## config.mk

```make
export PLATFORM = sky130hd
export DESIGN_NAME = flag_gen_unit_flat
export DESIGN_NICKNAME = d
export VERILOG_FILES = /design/src/rtl/vetris_flag_pkg.sv /design/src/rtl/flag_gen_unit_if.sv /design/src/rtl/flag_gen_unit_pend_counter.sv /design/src/rtl/flag_gen_unit.sv /design/src/flat_wrapper.sv
export SDC_FILE = /design/constraint.sdc
export NUM_CORES = 1
export LEC_CHECK = 0
export ABC_AREA = 1
export CORE_MARGIN = 1.5
export CORE_UTILIZATION = 30
export CTS_BUF_LIST = sky130_fd_sc_hd__clkbuf_8
export DETAILED_ROUTE_END_ITERATION = 8
export GPL_TIMING_DRIVEN = 0
export PLACE_DENSITY_LB_ADDON = 0.3
export SLEW_MARGIN = 40
export SYNTH_ARGS = -nofsm -noshare
export SYNTH_HDL_FRONTEND = slang
export SYNTH_SLANG_ARGS = --single-unit
```

## constraint.sdc

```tcl
create_clock -name clk -period 2.68 [get_ports clk]
set_clock_uncertainty 0.15 [all_clocks]
set_input_delay 0.67 -clock clk [delete_from_list [all_inputs] [get_ports clk]]
set_output_delay 0.67 -clock clk [all_outputs]
set_load 0.1 [all_outputs]
```

## src/rtl/vetris_flag_pkg.sv

```systemverilog
// Shared types and helpers for the flag generation path.
// Contents: flags_t payload, FLAGS_RESET value, pend_w() sizing of the
// pending-writer counter.
package vetris_flag_pkg;

   // Architectural condition flags handed to branch logic.
   typedef struct packed {
      logic zero;
      logic neg;
      logic eq;
   } flags_t;

   // Flags after reset: a cleared result looks like zero.
   localparam flags_t FLAGS_RESET = '{zero: 1'b1, neg: 1'b0, eq: 1'b0};

   // PEND_W: counter width able to hold 0..max_pend.
   function automatic int unsigned pend_w(input int unsigned max_pend);
      return $clog2(max_pend + 1);
   endfunction

endpackage

```

## src/rtl/flag_gen_unit_if.sv

```systemverilog
// Pipeline <-> flag_gen_unit bundle.
// master: EX/decode side (drives issue/retire/operands/flush, reads flags).
// slave : flag_gen_unit (reads pipeline events, drives flags and status).
interface flag_gen_unit_if #(
   parameter int unsigned DATA_W = 32
);
   logic              id_issue;
   logic              id_sets_flags;
   logic              ex_valid;
   logic              ex_sets_flags;
   logic [DATA_W-1:0] alu_result;
   logic [DATA_W-1:0] alu_op_a;
   logic [DATA_W-1:0] alu_op_b;
   logic              flush;
   logic              zeroF;
   logic              negF;
   logic              eqF;
   logic              flags_ready;
   logic              issue_stall;
   logic              flag_err;

   modport master (
      output id_issue, id_sets_flags, ex_valid, ex_sets_flags,
             alu_result, alu_op_a, alu_op_b, flush,
      input  zeroF, negF, eqF, flags_ready, issue_stall, flag_err
   );

   modport slave (
      input  id_issue, id_sets_flags, ex_valid, ex_sets_flags,
             alu_result, alu_op_a, alu_op_b, flush,
      output zeroF, negF, eqF, flags_ready, issue_stall, flag_err
   );
endinterface

```

## src/rtl/flag_gen_unit_pend_counter.sv

```systemverilog
// flag_pend_counter: saturating count of flag writers in flight.
// Ports: clk, rst_n; i_inc (issue event), i_dec (retire event), i_flush
// (clear to 0); o_count (registered); o_ovf_c / o_unf_c combinational
// one-cycle error pulses for an issue at MAX_PEND / a retire at 0.
module flag_pend_counter
   import vetris_flag_pkg::*;
#(
   parameter int unsigned MAX_PEND = 3,
   parameter int unsigned CNT_W    = pend_w(MAX_PEND)
) (
   input  logic             clk,
   input  logic             rst_n,
   input  logic             i_inc,
   input  logic             i_dec,
   input  logic             i_flush,
   output logic [CNT_W-1:0] o_count,
   output logic             o_ovf_c,
   output logic             o_unf_c
);

   localparam logic [CNT_W-1:0] CNT_MAX = CNT_W'(MAX_PEND);

   logic [CNT_W-1:0] r_count;
   logic [CNT_W-1:0] w_next;

   // Next count; a retire with nothing outstanding is always a violation,
   // even when it shares the cycle with a flush or a new issue.
   always_comb begin
      w_next  = r_count;
      o_ovf_c = 1'b0;
      o_unf_c = i_dec && (r_count == '0);
      if (i_flush) begin
         w_next = '0;
      end else if (i_inc && !i_dec) begin
         if (r_count == CNT_MAX) o_ovf_c = 1'b1;
         else                    w_next  = r_count + CNT_W'(1);
      end else if (i_dec && !i_inc && (r_count != '0)) begin
         w_next = r_count - CNT_W'(1);
      end
   end

   always_ff @(posedge clk or negedge rst_n) begin
      if (!rst_n) r_count <= '0;
      else        r_count <= w_next;
   end

   assign o_count = r_count;

endmodule

```

## src/rtl/flag_gen_unit.sv

```systemverilog
// flag_gen_unit: computes zero/neg/eq from EX results, holds them in the
// architectural flag register and tracks flag writers in flight so decode
// can hold conditional branches until their flags are valid.
// Ports: clk, rst_n (async, active low); bus (flag_gen_unit_if.slave).
// Option: define FLAG_BYPASS_EN to forward retiring EX flags combinationally
// in the retire cycle (flags and flags_ready one cycle earlier).
module flag_gen_unit
   import vetris_flag_pkg::*;
#(
   parameter int unsigned DATA_W   = 32,
   parameter int unsigned MAX_PEND = 3
) (
   input  logic            clk,
   input  logic            rst_n,
   flag_gen_unit_if.slave  bus
);

   localparam int unsigned PEND_W = pend_w(MAX_PEND);

   logic              w_retire;
   logic              w_issue;
   flags_t            w_flags;
   flags_t            w_flags_out;
   flags_t            r_flags;
   logic              r_flag_err;
   logic [PEND_W-1:0] w_count;
   logic              w_ovf;
   logic              w_unf;

   assign w_retire = bus.ex_valid & bus.ex_sets_flags;
   // A flush kills anything leaving decode in the same cycle.
   assign w_issue  = bus.id_issue & bus.id_sets_flags & ~bus.flush;

   // Flags of the retiring EX result.
   always_comb begin
      w_flags      = FLAGS_RESET;
      w_flags.zero = (bus.alu_result == '0);
      w_flags.neg  = bus.alu_result[DATA_W-1];
      w_flags.eq   = (bus.alu_op_a == bus.alu_op_b);
   end

   flag_pend_counter #(
      .MAX_PEND (MAX_PEND),
      .CNT_W    (PEND_W)
   ) u_pend (
      .clk     (clk),
      .rst_n   (rst_n),
      .i_inc   (w_issue),
      .i_dec   (w_retire),
      .i_flush (bus.flush),
      .o_count (w_count),
      .o_ovf_c (w_ovf),
      .o_unf_c (w_unf)
   );

   // Flag register; EX has committed, so a retire writes even under flush.
   always_ff @(posedge clk or negedge rst_n) begin
      if (!rst_n) begin
         r_flags    <= FLAGS_RESET;
         r_flag_err <= 1'b0;
      end else begin
         if (w_retire) r_flags <= w_flags;
         r_flag_err <= r_flag_err | w_ovf | w_unf;
      end
   end

`ifdef FLAG_BYPASS_EN
   // Forward the retiring flags; the last outstanding writer retiring with
   // no new writer behind it makes the flags consumable this cycle.
   assign w_flags_out     = w_retire ? w_flags : r_flags;
   assign bus.flags_ready = (w_count == '0) |
                            ((w_count == PEND_W'(1)) & w_retire & ~w_issue);
`else
   assign w_flags_out     = r_flags;
   assign bus.flags_ready = (w_count == '0);
`endif

   // A retire this cycle frees a slot, so a full counter need not stall.
   assign bus.issue_stall = (w_count == PEND_W'(MAX_PEND)) & ~w_retire;

   assign bus.zeroF    = w_flags_out.zero;
   assign bus.negF     = w_flags_out.neg;
   assign bus.eqF      = w_flags_out.eq;
   assign bus.flag_err = r_flag_err;

endmodule

```

## src/flat_wrapper.sv

```systemverilog
// flat-port wrapper written by rule: the top's interface ports become plain ports
module flag_gen_unit_flat import vetris_flag_pkg::*;
#(
   parameter int unsigned DATA_W   = 32,
   parameter int unsigned MAX_PEND = 3
)
  (clk, rst_n, bus_id_issue, bus_id_sets_flags, bus_ex_valid, bus_ex_sets_flags, bus_alu_result, bus_alu_op_a, bus_alu_op_b, bus_flush, bus_zeroF, bus_negF, bus_eqF, bus_flags_ready, bus_issue_stall, bus_flag_err);
  flag_gen_unit_if #(.DATA_W(DATA_W)) bus_i ();
  input  logic clk;
  input  logic rst_n;
  input wire logic [$bits(bus_i.id_issue)-1:0] bus_id_issue;
  input wire logic [$bits(bus_i.id_sets_flags)-1:0] bus_id_sets_flags;
  input wire logic [$bits(bus_i.ex_valid)-1:0] bus_ex_valid;
  input wire logic [$bits(bus_i.ex_sets_flags)-1:0] bus_ex_sets_flags;
  input wire logic [$bits(bus_i.alu_result)-1:0] bus_alu_result;
  input wire logic [$bits(bus_i.alu_op_a)-1:0] bus_alu_op_a;
  input wire logic [$bits(bus_i.alu_op_b)-1:0] bus_alu_op_b;
  input wire logic [$bits(bus_i.flush)-1:0] bus_flush;
  output wire logic [$bits(bus_i.zeroF)-1:0] bus_zeroF;
  output wire logic [$bits(bus_i.negF)-1:0] bus_negF;
  output wire logic [$bits(bus_i.eqF)-1:0] bus_eqF;
  output wire logic [$bits(bus_i.flags_ready)-1:0] bus_flags_ready;
  output wire logic [$bits(bus_i.issue_stall)-1:0] bus_issue_stall;
  output wire logic [$bits(bus_i.flag_err)-1:0] bus_flag_err;
  assign bus_i.id_issue = bus_id_issue;
  assign bus_i.id_sets_flags = bus_id_sets_flags;
  assign bus_i.ex_valid = bus_ex_valid;
  assign bus_i.ex_sets_flags = bus_ex_sets_flags;
  assign bus_i.alu_result = bus_alu_result;
  assign bus_i.alu_op_a = bus_alu_op_a;
  assign bus_i.alu_op_b = bus_alu_op_b;
  assign bus_i.flush = bus_flush;
  assign bus_zeroF = bus_i.zeroF;
  assign bus_negF = bus_i.negF;
  assign bus_eqF = bus_i.eqF;
  assign bus_flags_ready = bus_i.flags_ready;
  assign bus_issue_stall = bus_i.issue_stall;
  assign bus_flag_err = bus_i.flag_err;
  flag_gen_unit #(.DATA_W(DATA_W), .MAX_PEND(MAX_PEND)) u_core (.clk(clk), .rst_n(rst_n), .bus(bus_i));
endmodule
```

==> run metrics, run 1 <==
status completed; CP required around 1.9 ns; startpoint types primary input; nets@finish 398; H-tree levels 1; pin count of the biggest net entering global routing 7; CTS Hold Bufs 0; Layout area overhead 121%; CTS max path bufs 2; CTS root buffer clkbuf_8; final WL 2890 um; die area ~3500 um^2; gpl congestion between 0.7 and 0.8; total number of vias 1,423; maximum VDD drop 0.154 mV; Setup crit end kind output pin; CP Max Fanout 6; Slew HR 0.672; CTS Buf Count 3; Clock Sink Count 6; Avg Cell Area, Syn 5.23 um^2; power per cell area 271 nW/um^2; commonest non-fill, non-tap cell in the layout clkdlybuf4s50_1; ANT cells 0; Max Freq 382 MHz; Post-Layout Cell Count about 340; P_leak 0.997 nW; synth unique cells 22; Pre-antenna DRT Iters 4; syn_nets 285; Final Max Slew Viols 0; dpl hpwl 2740 um; Remaining DRCs 0; HP Class reg2reg; first-pass GRT wire length 4710 um; cts repair resizes 0; Final Setup Violations 0; core box area about 3000 um^2; area of the multi-input gates roughly 660 um^2; WL per Instance between 8 and 9 um; kind of critical path in2out; overall fraction of global-route tracks in use 0.169; Routed Antenna Nets 0; DIE HEIGHT between 50 and 60 um; Post-Place Cells 334; register area 151 um^2; Congestion Overflow GR 0; Reg clk slew, reported paths 0.03 ns; unrepaired setup endpoints after global routing false; initial antenna violation count 0; fillers ~260; Clk Latency, worst-skew pair 0.22 ns; pin slew with the least headroom to its limit 0.496 ns; postcts setup bufs 0; initial core utilization 0.314; Row Count 20; CTS tree built; Synth warnings 0; I/O pins 109; Mapped Cells 182; DR iter-0 viols 23; vias per inst approximately 4.2; max cap viols 0; total power 0.570 mW; fin crit share 0.978; WP data arrival 1.80 ns; sequential area share after synthesis 0.159; IO buf count 108; share of cells above drive strength 1 0.0782; min cycle time layout roughly 2.6 ns; vias in the first global route about 1,300; #FFs+latches synth 6; commonest cells after routing, fill and taps aside 102 x clkdlybuf4s50_1, 69 x nand2_1, 35 x inv_1, 30 x nor2_1, 10 x xnor2_1; Die X 59.3 um; Post-Syn Area 952 um^2; Final Hold Viols 0
stage by stage:
step	hold slack [ns]	worst slack [ns]	cell area (um^2)	TNS, ns	utilization
after global placement	0.308	-0.662	2090	-0.662	0.690
after floorplan	0.224	0.273	955	0	-
final	0.320	0.0589	2110	0	0.695
after detailed placement	0.316	0.0517	2060	0	0.681
after CTS	0.326	0.0495	2110	0	0.695
after global routing	0.347	0.0104	2110	0	0.695
Yosys cell counts (all sizes together):
library cell	number	share of area
xor2	2	0.018
nand2	71	0.29
nor4	6	0.039
nand4	5	0.033
nor2	34	0.15
inv	38	0.15
o21ai	3	0.016
dfstp	1	0.028
o22ai	1	0.0066
nand3	4	0.032
xnor2	10	0.092
a21oi	2	0.014
dfrtp	5	0.13
cells by family (layout without fill, tap and decap cells):
logic type                Yosys count  after routing  share of synthesized area
AOI/OAI and AO/OA                   6              6                     0.0368
and+or+nand+nor                   120            120                      0.541
xor gates and xnor gates           12             12                      0.110
DFF                                 6              6                      0.159
buffers and inverters              38            150                      0.152
final timing paths:
check                                                          start                              endpoint  slack (ns)  depth (start not counted)
worst max-delay path                                    bus_ex_valid                       bus_issue_stall        0.06                          5
worst max register to register  u_core.u_pend.o_count[1]$_DFFE_PN0P_  u_core.u_pend.o_count[1]$_DFFE_PN0P_        1.44                          7
min in group asynchronous                                      rst_n           u_core.bus.negF$_DFFE_PN0P_        0.54                          1
worst min register to register          u_core.bus.zeroF$_DFFE_PN1P_          u_core.bus.zeroF$_DFFE_PN1P_        0.32                          2
max in group asynchronous                                      rst_n          u_core.bus.zeroF$_DFFE_PN1P_        1.57                          1
worst min-delay path                    u_core.bus.zeroF$_DFFE_PN1P_          u_core.bus.zeroF$_DFFE_PN1P_        0.32                          2
state kept, by name (all words and copies together), names as in the netlist:
name                   count
u_core.bus.eqF             1
u_core.bus.flag_err        1
u_core.u_pend.o_count      2
u_core.bus.negF            1
u_core.bus.zeroF           1
layout make-up:
class                           count  area share
Multi-Input combinational cell    138       0.313
Timing Repair Buffer              108       0.499
Tap cell                           44      0.0261
Clock buffer                        3      0.0196
Sequential cell                     6      0.0719
Clock inverter                      1     0.00178
Inverter                           38      0.0689
routing by layer:
metal	global-route usage	vias up	share of wire
met2	0.339	62	0.55
met1	0.172	584	0.36
met5	0	-	0
met3	0.0306	2	0.086
li1	-	775	-
met4	0.0487	0	0.0048
where the power goes:
group          leakage (nW)  switching, mW  total [mW]  internal (mW)
Sequential           0.0703        0.00675       0.106         0.0993
Combinational         0.900          0.148       0.328          0.180
Clock                0.0269         0.0380       0.136         0.0983
Total                 0.997          0.192       0.570          0.378
worst max-delay path, stage by stage:
cell             delay (ns)
clkdlybuf4s50_1        0.44
nand2_4                0.13
inv_4                  0.06
nor2_2                 0.07
buf_2                  0.42
Power figures use the tool's default switching activity.
==> run 2: changes to the inputs <==
--- a/config.mk
+++ b/config.mk
@@ -12,6 +12,7 @@
 export DETAILED_ROUTE_END_ITERATION = 8
 export GPL_TIMING_DRIVEN = 0
 export PLACE_DENSITY_LB_ADDON = 0.3
+export SKIP_LAST_GASP = 1
 export SLEW_MARGIN = 40
 export SYNTH_ARGS = -nofsm -noshare
 export SYNTH_HDL_FRONTEND = slang
==> constraint.sdc (replaced) <==
create_clock -name clk -period 2.68 [get_ports clk]
set_clock_uncertainty 0.15 [all_clocks]
set_input_delay 0.268 -clock clk [delete_from_list [all_inputs] [get_ports clk]]
set_output_delay 0.268 -clock clk [all_outputs]
set_load 0.1 [all_outputs]
==> run 2 against run 1 <==
Against the previous run:
- utilization decreased by 0.083 points
- die area unchanged
- sequential power about the same
- combinational power about the same
- total power decreased by 0.23%
- flip-flop and latch count unchanged
- first-iteration DRC count decreased by 30%
- global-route usage about the same
- wire length increased by 0.80%
- clock-buffer cell count unchanged
==> run metrics, run 2 (synthesis gave the netlist of run 1 again) <==
status completed; Max Freq 545 MHz (+43%); Largest register FFs 2 (unchanged); postcts setup bufs 0 (unchanged); cts repair resizes 0 (unchanged); CTS Hold Bufs 0 (unchanged); combinational power share 0.575 (about the same); power per cell area 270 nW/um^2 (-0.11%); H-tree levels 1 (unchanged); NetSw 0.191 mW (-0.43%); clock power share 0.238 (about the same); Die X 59.3 um (unchanged); IO buf count 108 (unchanged); min cycle time layout 1.84 ns (-0.785 ns); pin count of the biggest net entering global routing 7 (unchanged); commonest non-fill, non-tap cell in the layout clkdlybuf4s50_1; Row Count 20 (unchanged); Congestion Overflow GR 0 (unchanged); overall fraction of global-route tracks in use 0.168 (-0.000375); flop2flop setup slack 1.47 ns (+0.03 ns); maximum VDD drop 0.118 mV (-23%); WL per Instance 8.61 um (+0.80%); Clk Latency, worst-skew pair 0.22 ns (about the same); Clock Sink Count 6 (unchanged); share of cells above drive strength 1 0.0748 (-0.00340); CTS max path bufs 2 (unchanged); final WL 2910 um (+0.80%); CTS tree built; Final Max Slew Viols 0 (unchanged); P_int 0.377 mW (-0.12%); die area 3520 um^2 (unchanged); CP required 2.26 ns (+0.40 ns); commonest cells after routing, fill and taps aside 102 x clkdlybuf4s50_1, 69 x nand2_1, 35 x inv_1, 31 x nor2_1, 10 x xnor2_1; Setup crit end kind output pin; core box area 3030 um^2 (unchanged); kind of critical path in2out; Slew HR 0.673 (+0.000948); Final Hold Viols 0 (unchanged); HP Class in2async; unrepaired setup endpoints after global routing false; WP data arrival 1.42 ns (-0.38 ns); total number of vias 1,417 (-0.42%); ANT cells 0 (unchanged); Pre-antenna DRT Iters 4 (unchanged); max cap viols 0 (unchanged); I/O pins 109 (unchanged); DIE HEIGHT 59.3 um (unchanged); Reg power frac 0.188 (+0.002); P_leak 0.998 nW (about the same); initial antenna violation count 0 (unchanged); Post-Layout Inst Area 2100 um^2 (-0.12%); fin crit share 0.685 (-0.293); Setup TNS 0 ns (unchanged); Final Setup Violations 0 (unchanged); startpoint types primary input; initial core utilization 0.314 (unchanged); CTS root buffer clkbuf_8; pin slew with the least headroom to its limit 0.494 ns (-0.00143 ns); Layout area overhead 121%; gpl congestion 0.786 (+0.51%); CTS Buf Count 3 (unchanged); vias in the first global route 1,321 (+0.15%); vias per inst 4.19 (-0.42%); Remaining DRCs 0 (unchanged); DR iter-0 viols 16 (-30%); dpl hpwl 2740 um (about the same); DP Area 2060 um^2 (-0.12%); first-pass GRT wire length 4700 um (-0.15%); CP Max Fanout 6 (unchanged); Routed Antenna Nets 0 (unchanged); Sw Share 0.337 (-0.000679); Reg clk slew, reported paths 0.04 ns (about the same); nets@finish 398 (unchanged)
-- run 2: cell types whose count changed in the layout (fill, tap and decap cells not counted) --
| cell | before | now |
|---|---|---|
| nor2_2 | 3 | 2 |
| nor2_1 | 30 | 31 |
-- run 2: cell type report --
| cell class | instances | area, um^2 |
|---|---|---|
| repair buffers | 108 | 1050 |
| clock buffers | 3 | 41.3 |
| fillers | 277 | 925 |
| clock inverters | 1 | 3.75 |
| multi-input cells | 138 | 656 |
| flip-flops and latches | 6 | 151 |
| well taps | 44 | 55.1 |
| inverters | 38 | 145 |
-- run 2: power groups by stage --
| stage | Combinational, mW | Sequential, mW | Clock (mW) |
|---|---|---|---|
| final | 0.327 | 0.107 | 0.135 |
| after global routing | 0.357 | 0.107 | 0.146 |
| after CTS | 0.330 | 0.106 | 0.139 |
| after detailed placement | 0.329 | 0.107 | 0 |
| after global placement | 0.331 | 0.107 | 0 |
| after floorplan | 0.133 | 0.122 | 0 |
-- run 2: final timing paths --
path                                                 startpoint                                   end  cells past startpoint
max                                                bus_ex_valid                       bus_issue_stall                      5
min                                                       rst_n         u_core.bus.flag_err$_DFF_PN0_                      1
max reg2reg                u_core.u_pend.o_count[1]$_DFFE_PN0P_  u_core.u_pend.o_count[0]$_DFFE_PN0P_                      7
min reg2reg                       u_core.bus.flag_err$_DFF_PN0_         u_core.bus.flag_err$_DFF_PN0_                      2
max in group asynchronous                                 rst_n          u_core.bus.zeroF$_DFFE_PN1P_                      1
min in group clk                  u_core.bus.flag_err$_DFF_PN0_         u_core.bus.flag_err$_DFF_PN0_                      2
-- run 2: routing by layer --
layer,part of all wire,vias to the layer above,GRT usage,wire (um)
li1,-,771,-,-
met1,0.36,579,0.170,1060
met2,0.54,63,0.336,1570
met3,0.083,4,0.0262,242
met4,0.015,0,0.0617,44
met5,0,-,0,0
-- run 2: metrics by stage --
stage | hold WS [ns] | utilization | power (mW) | cells | setup slack (ns)
6_report | 0.131 | 0.695 | 0.569 | 338 | 0.844
5_1_grt | 0.144 | 0.695 | 0.611 | 338 | 0.782
4_1_cts | 0.138 | 0.695 | 0.575 | 338 | 0.835
3_5_place_dp | 0.306 | 0.680 | 0.436 | 334 | 0.833
3_3_place_gp | 0.308 | 0.690 | 0.438 | 334 | 0.132
2_1_floorplan | -0.178 | - | 0.255 | 182 | 0.529
-- run 2: critical path: stages --
cell             delay [ns]
clkdlybuf4s50_1        0.45
nand2_4                0.13
inv_4                  0.06
nor2_1                 0.08
buf_2                  0.43
==> run 3: changes to the inputs <==
--- a/config.mk
+++ b/config.mk
@@ -7,7 +7,7 @@
 export LEC_CHECK = 0
 export ABC_AREA = 1
 export CORE_MARGIN = 1.5
-export CORE_UTILIZATION = 30
+export CORE_UTILIZATION = 28
 export CTS_BUF_LIST = sky130_fd_sc_hd__clkbuf_8
 export DETAILED_ROUTE_END_ITERATION = 8
 export GPL_TIMING_DRIVEN = 0
==> constraint.sdc (replaced) <==
create_clock -name clk -period 1.7 [get_ports clk]
set_clock_uncertainty 0.15 [all_clocks]
set_input_delay 0.17 -clock clk [delete_from_list [all_inputs] [get_ports clk]]
set_output_delay 0.17 -clock clk [all_outputs]
set_load 0.1 [all_outputs]
==> run 3 against run 2 <==
Against the previous run:
- flip-flop and latch count unchanged
- wire length up 1.9%
- critical path type unchanged
- critical path depth unchanged
==> run metrics, run 3 (synthesis gave the netlist of run 1 again) <==
status completed; Reg power frac 0.189 (about the same); total number of vias 1,406 (-0.78%); pin slew with the least headroom to its limit 0.499 ns (+0.00469 ns); area of the multi-input gates 663 um^2 (+1.1%); Routed Antenna Nets 0 (unchanged); P_int 0.598 mW (+58%); clock power share 0.237 (about the same); min cycle time layout 1.64 ns; Final Max Slew Viols 0 (unchanged); DIE HEIGHT 61.3 um (+3.3%); WL per Instance 8.77 um (+1.9%); overall fraction of global-route tracks in use 0.164 (-0.00468); kind of critical path in2out; vias per inst 4.16 (-0.78%); CTS tree built; Util after Layout 0.669 (-0.0252); commonest non-fill, non-tap cell in the layout clkdlybuf4s50_1; Setup TNS 0 ns (unchanged); CTS Hold Bufs 0 (unchanged); WP data arrival 1.32 ns (-0.10 ns); vias in the first global route 1,306 (-1.1%); Sw Share 0.338 (+0.00181); Congestion Overflow GR 0 (unchanged); Post-Layout Cell Count 338 (unchanged); core box area 3150 um^2 (+4.1%); HP Class in2async; die area 3760 um^2 (+6.8%); fin crit share 0.964; ANT cells 0 (unchanged); combinational power share 0.574 (about the same); postcts setup bufs 0 (unchanged); Post-Place Cells 334 (unchanged); Slew HR 0.670 (-0.00311); cts repair resizes 0 (unchanged); commonest cells after routing, fill and taps aside 102 x clkdlybuf4s50_1, 69 x nand2_1, 35 x inv_1, 30 x nor2_1, 10 x xnor2_1; Die X 61.3 um (+3.3%); Worst Hold Slack 0.0301 ns (-0.101 ns); CTS Buf Count 3 (unchanged); Max Freq 610 MHz; initial core utilization 0.302 (-0.0125); Reg clk slew, reported paths 0.04 ns (about the same); Setup crit end kind output pin; dpl hpwl 2790 um (+1.8%); fillers 300 (+8.3%); slowest stage delay, CP 0.44 ns (about the same); final setup margin 0.0615 ns (-0.783 ns); first-pass GRT wire length 4750 um (+1.2%); share of cells above drive strength 1 0.0782 (+0.00340); maximum VDD drop 0.210 mV (+78%); unrepaired setup endpoints after global routing false; P_leak 0.998 nW (about the same); DR iter-0 viols 43 (+27); Row Count 20 (unchanged); Layout area overhead 122%; register area 151 um^2 (unchanged); pin count of the biggest net entering global routing 7 (unchanged); gpl congestion 0.737 (-6.2%); CP required 1.38 ns (-0.88 ns); Pre-antenna DRT Iters 2 (-2); Remaining DRCs 0 (unchanged); crit path max-delay cell type clkdlybuf4s50_1; CP Cell Sequence clkdlybuf4s50_1 > nand2_4 > inv_4 > nor2_2 > buf_2; max cap viols 0 (unchanged); CTS root buffer clkbuf_8; I/O pins 109 (unchanged); CTS max path bufs 2 (unchanged); Largest register FFs 2 (unchanged); NetSw 0.306 mW (+60%); Clock Sink Count 6 (unchanged); power per cell area 428 nW/um^2 (+58%); IO buf count 108 (unchanged); Clk Latency, worst-skew pair 0.22 ns (about the same); Final Hold Viols 0 (unchanged); startpoint types primary input; initial antenna violation count 0 (unchanged); H-tree levels 1 (unchanged); Final Setup Violations 0 (unchanged); pre-CTS WS 0.0526 ns (-0.781 ns); CP Max Fanout 6 (unchanged); nets@finish 398 (unchanged); final WL 2970 um (+1.9%)
run 3: power groups by stage:
| stage | combinational, mW | sequential [mW] | clock [mW] |
|---|---|---|---|
| after floorplan | 0.213 | 0.196 | 0 |
| after global placement | 0.527 | 0.172 | 0 |
| after detailed placement | 0.523 | 0.172 | 0 |
| after CTS | 0.524 | 0.171 | 0.219 |
| after global routing | 0.572 | 0.173 | 0.230 |
| final | 0.519 | 0.171 | 0.214 |
run 3: metrics by stage:
| step | instance area, um^2 | power, mW |
|---|---|---|
| global placement | 2100 | 0.699 |
| detailed placement | 2070 | 0.695 |
| finish | 2110 | 0.904 |
| global route | 2110 | 0.975 |
| CTS | 2110 | 0.913 |
| floorplan | 960 | 0.409 |
run 3: final cells by class:
cell class	count	share of cell area
clock buffers	3	0.0196
clock inverters	1	0.00178
inverters	38	0.0688
multi-input cells	138	0.314
flip-flops and latches	6	0.0717
well taps	44	0.0261
repair buffers	108	0.498
run 3: worst max-delay path, delay by kind of cell:
family | cells | cell delay, ns
buffers and inverters | 3 | 0.93
AND/OR/NAND/NOR | 2 | 0.21
run 3: worst paths after layout:
kind	startpoint	to	slack (ns)	depth (start not counted)
min reg2reg	u_core.bus.flag_err$_DFF_PN0_	u_core.bus.flag_err$_DFF_PN0_	0.31	2
max reg2reg	u_core.u_pend.o_count[0]$_DFFE_PN0P_	u_core.u_pend.o_count[1]$_DFFE_PN0P_	0.46	6
max	bus_ex_valid	bus_issue_stall	0.06	5
min in group clk	u_core.bus.flag_err$_DFF_PN0_	u_core.bus.flag_err$_DFF_PN0_	0.31	2
min	rst_n	u_core.bus.flag_err$_DFF_PN0_	0.03	1
max in group asynchronous	rst_n	u_core.bus.zeroF$_DFFE_PN1P_	1.10	1
run 3: routing by layer:
layer | routed length (um) | track usage | vias up
met5 | 0 | 0 | -
li1 | - | - | 773
met4 | 0 | 0.0373 | 0
met2 | 1530 | 0.321 | 58
met3 | 309 | 0.0294 | 0
met1 | 1120 | 0.180 | 575
